<file path="src/rtl/adder_pkg.sv">
// Shared constants for the ripple-carry adder slice.
// Operand width used as the default for adder_4bit.
package adder_pkg;
    localparam int WIDTH = 4;
endpackage

</file>
<file path="src/rtl/full_adder.sv">
// One-bit full adder cell used as a link in the ripple-carry chain.
// Purely combinational, zero latency, no handshake.
module full_adder (
    input  logic a,
    input  logic b,
    input  logic ci,
    output logic s,
    output logic co
);
    logic p;

    assign p  = a ^ b;
    assign s  = p ^ ci;
    assign co = (a & b) | (ci & p);
endmodule

</file>
<file path="src/rtl/adder_4bit.sv">
// Ripple-carry adder with combinational sum/carry/overflow and registered copies.
// Combinational outputs have zero latency; registered outputs follow one clk later; no backpressure.
module adder_4bit #(
    parameter int WIDTH = adder_pkg::WIDTH
) (
    input  logic [WIDTH-1:0] in1,
    input  logic [WIDTH-1:0] in2,
    input  logic             cin,
    output logic [WIDTH-1:0] out,
    output logic             carry,
    input  logic             clk,
    input  logic             reset,
    output logic             ovf,
    output logic [WIDTH-1:0] sum_q,
    output logic             carry_q,
    output logic             ovf_q
);
    import adder_pkg::*;

    // c[i] is the carry into bit i; c[WIDTH] is the carry-out.
    logic [WIDTH:0]   c;
    logic [WIDTH-1:0] sum_d;
    logic             carry_d;
    logic             ovf_d;

    assign c[0] = cin;

    for (genvar i = 0; i < WIDTH; i++) begin : g_chain
        full_adder u_fa (
            .a  (in1[i]),
            .b  (in2[i]),
            .ci (c[i]),
            .s  (out[i]),
            .co (c[i+1])
        );
    end

    assign carry = c[WIDTH];
    // Signed overflow: carry into the sign bit disagrees with carry out of it.
    assign ovf   = c[WIDTH-1] ^ c[WIDTH];

    assign sum_d   = out;
    assign carry_d = carry;
    assign ovf_d   = ovf;

    always_ff @(posedge clk) begin
        if (reset) begin
            sum_q   <= '0;
            carry_q <= 1'b0;
            ovf_q   <= 1'b0;
        end else begin
            sum_q   <= sum_d;
            carry_q <= carry_d;
            ovf_q   <= ovf_d;
        end
    end
endmodule

</file>
<file path="config.mk">
export PLATFORM = sky130hd
export DESIGN_NAME = adder_4bit
export DESIGN_NICKNAME = d
export VERILOG_FILES = /design/src/rtl/adder_pkg.sv /design/src/rtl/full_adder.sv /design/src/rtl/adder_4bit.sv
export SDC_FILE = /design/constraint.sdc
export NUM_CORES = 1
export LEC_CHECK = 0
export CORE_AREA = 2 2 39 41
export CTS_CLUSTER_DIAMETER = 50
export DETAILED_ROUTE_END_ITERATION = 12
export DIE_AREA = 0 0 41 43
export GPL_ROUTABILITY_DRIVEN = 1
export PLACE_DENSITY = 0.58
export SLEW_MARGIN = 5
export SYNTH_ARGS = -nofsm -noshare
export SYNTH_HDL_FRONTEND = slang
export SYNTH_SLANG_ARGS = --single-unit
</file>
<file path="constraint.sdc">
create_clock -name clk -period 1.9 [get_ports clk]
set_input_delay 0.19 -clock clk [delete_from_list [all_inputs] [get_ports clk]]
set_output_delay 0.19 -clock clk [all_outputs]
set_load 0.05 [all_outputs]
</file>
==> results.py <==
metrics = {
    "synthesis": {
        "synth_edf_count": 0,
        "ys_types": 7,
        "ys_top_cells_by_area": "dfxtp_1 39%, fa_1 26%, inv_1 12%, buf_4 9.8%, nor2b_1 6.1%",
        "yosysMostFrequentCell": "inv_1",
        "yosys_warnings": 0,
        "syn_avg_cell_area_sq_um": 9.89,
        "synthArstFlopShare_pct": 0,
        "synth_nets": 46,
        "synth_commonest_cells": "10 x inv_1, 6 x dfxtp_1, 4 x buf_4, 4 x fa_1",
        "ys_seq_elements": 6,
        "synth_flop_cell": "dfxtp_1",
        "synth_top_cell_by_area": "dfxtp_1",
        "synth_seq_area_share_pct": 39.2,
        "synthDominantCellAreaShare_pct": 39.2,
        "syn-cell-area_sq_um": 307,
        "syn_inst": 31,
    },
    "outcome": {
        "failed_checks": "negative setup slack",
        "run_status": "complete, but fails checks",
    },
    "clocking": {
        "cts_max_path_buffers": 2,
        "cts_tree": "yes",
        "htreeDepth": 1,
        "cts_root_buf": "clkbuf_4",
        "cts_buffers": 3,
        "cts.sinks": 6,
        "postCtsHoldBufs": 0,
        "cts.clk_slew.worst_paths_ns": 0.04,
    },
    "grt": {
        "grt_pass1_wl_um": 959,
        "grt_util_met2_pct": 13.8,
        "grt_pass1_vias": 253,
        "grt_use_met3_pct": 1.57,
        "grt_max_degree": 7,
        "met1_usage_pct": 8.00,
        "grt_use_total_pct": 8.73,
        "antenna_found_initial": 0,
        "overflow": 0,
        "grt-busiest-layer": "met2",
    },
    "placement": {
        "gp_congestion": 0.523,
        "port_buffers": 22,
        "hpwlAfterDp_um": 498,
        "preCtsSetupSlack_ns": -0.657,
    },
    "min_path": {
        "holdPathStages": 3,
        "hp-class": "in -> reg",
    },
    "detailed_routing": {
        "ant_nets": 0,
        "dr.pass1.iters": 1,
        "wl_per_cell_um": 8.03,
        "drtIter0Drc": 0,
        "viasPerCell": 3.44,
        "vias": 244,
        "drc": 0,
        "routed_wl_um": 570,
    },
    "cells_and_area": {
        "nFillCells": 151,
        "regArea_sq_um": 120,
        "syn_to_final_growth_pct": 109,
        "drive_gt1_share_pct": 47.3,
        "num_antenna_cells": 0,
        "fin_nets": 72,
        "multiInputGateArea_sq_um": 148,
    },
    "timing": {
        "tightestPinTransition_ns": 0.492,
        "setup_ws_ns": -0.278,
        "tns_ns": -0.594,
        "rsz0062_at_grt": "true",
        "finalMaxSlewViolations": 0,
        "min_period_over_period_pct": 115,
        "final_hold_viol_count": 0,
        "setup_viol": 3,
        "max_freq_mhz": 459,
        "period_needed_ns": 2.18,
        "slew-limit-headroom_pct": 67.1,
    },
    "worst_setup_path": {
        "arrival_ns": 1.99,
        "critical_path_required_ns": 1.71,
        "start_kind": "input port",
        "timing_worst_setup_path_type": "in -> out",
        "cp_max_fo": 2,
        "end_kind": "primary output",
    },
    "floorplan": {
        "io_pins": 23,
        "fp.dieArea_sq_um": 1760,
        "die_y_um": 43,
        "core_area_sq_um": 1380,
        "rows": 14,
        "start_util_pct": 22.2,
        "die_w_um": 41,
    },
    "power": {
        "p_per_area_nw_per_um2": 961,
        "vdd_ir_drop_max_mv": 0.388,
        "leakage_nw": 0.295,
    },
    "job": {
        "maxCapViolCount": 0,
    },
}
[routing by layer]
| layer | share of wire, % | routed length, um |
|---|---|---|
| met1 | 31 | 179 |
| met2 | 62 | 355 |
| met3 | 6.1 | 35 |
| met4 | 0 | 0 |
| met5 | 0 | 0 |
[timing repair]
| item | in CTS | in global routing |
|---|---|---|
| buffers inserted | 1 | 1 |
| endpoints found under the setup margin | 7 | 3 |
| pin swaps | 5 | 3 |
| resized for setup | 17 | 0 |
[sequential cells by signal, indices dropped and copies added, names as in the netlist]
name and count:
carry_q 1, sum_q 4, ovf_q 1
[through the flow]
stage                     instance area, sq um  power [W]  std cells  utilization (%)  hold slack (ns)
final                                      639   0.000614         71             46.2            0.414
after global routing                       639   0.000645         71             46.2            0.432
after CTS                                  632   0.000623         70             45.7            0.407
after detailed placement                   613   0.000503         66             44.3            0.848
after global placement                     613   0.000500         66             44.3            0.851
after floorplan                            343   0.000367         31                -            0.257
[path summary, 6_finish.rpt]
path	startpoint	endpoint	slack, ns
worst max-delay path	in1[0]	out[3]	-0.28
worst min-delay path	in1[0]	sum_q[0]	0.41
[worst max-delay path, cell delays in order]
cell and delay (ns):
buf_6 0.09, fa_2 0.37, inv_2 0.06, fa_2 0.18, inv_2 0.04, fa_2 0.34, inv_2 0.06, fa_2 0.43
inv_2 0.08, buf_12 0.13
[layout by cell type, fill, tap and decap left out]
cell,count
buf_12,6
clkdlybuf4s50_1,11
nor2_1,3
xnor2_4,1
clkbuf_4,3
buf_6,1
buf_2,2
dlygate4sd2_1,2
nor2b_1,3
buf_4,3
inv_2,6
fa_2,4
dfxtp_1,6
inv_1,4
[kinds of logic after synthesis]
kind of cell | Yosys count | share of synthesized area [%]
AND/OR/NAND/NOR | 6 | 9.80
XOR/XNOR | 1 | 2.86
flip-flops | 6 | 39.2
buffers and inverters | 14 | 22.0
adder cells (fa/ha/maj) | 4 | 26.1
[power by group]
group | internal [W] | switching, W | total [W]
sequential | 0.000141 | 0.00000292 | 0.000144
clock | 0.0000712 | 0.0000419 | 0.000113
combinational | 0.000164 | 0.000194 | 0.000357
[layout make-up]
cell class,instances,area share (%)
Sequential cell,6,18.8
Timing Repair Buffer,25,45.6
Inverter,10,5.87
Tap cell,16,3.13
Clock buffer,3,3.52
Multi-Input combinational cell,11,23.1
Power figures use the tool's default switching activity.
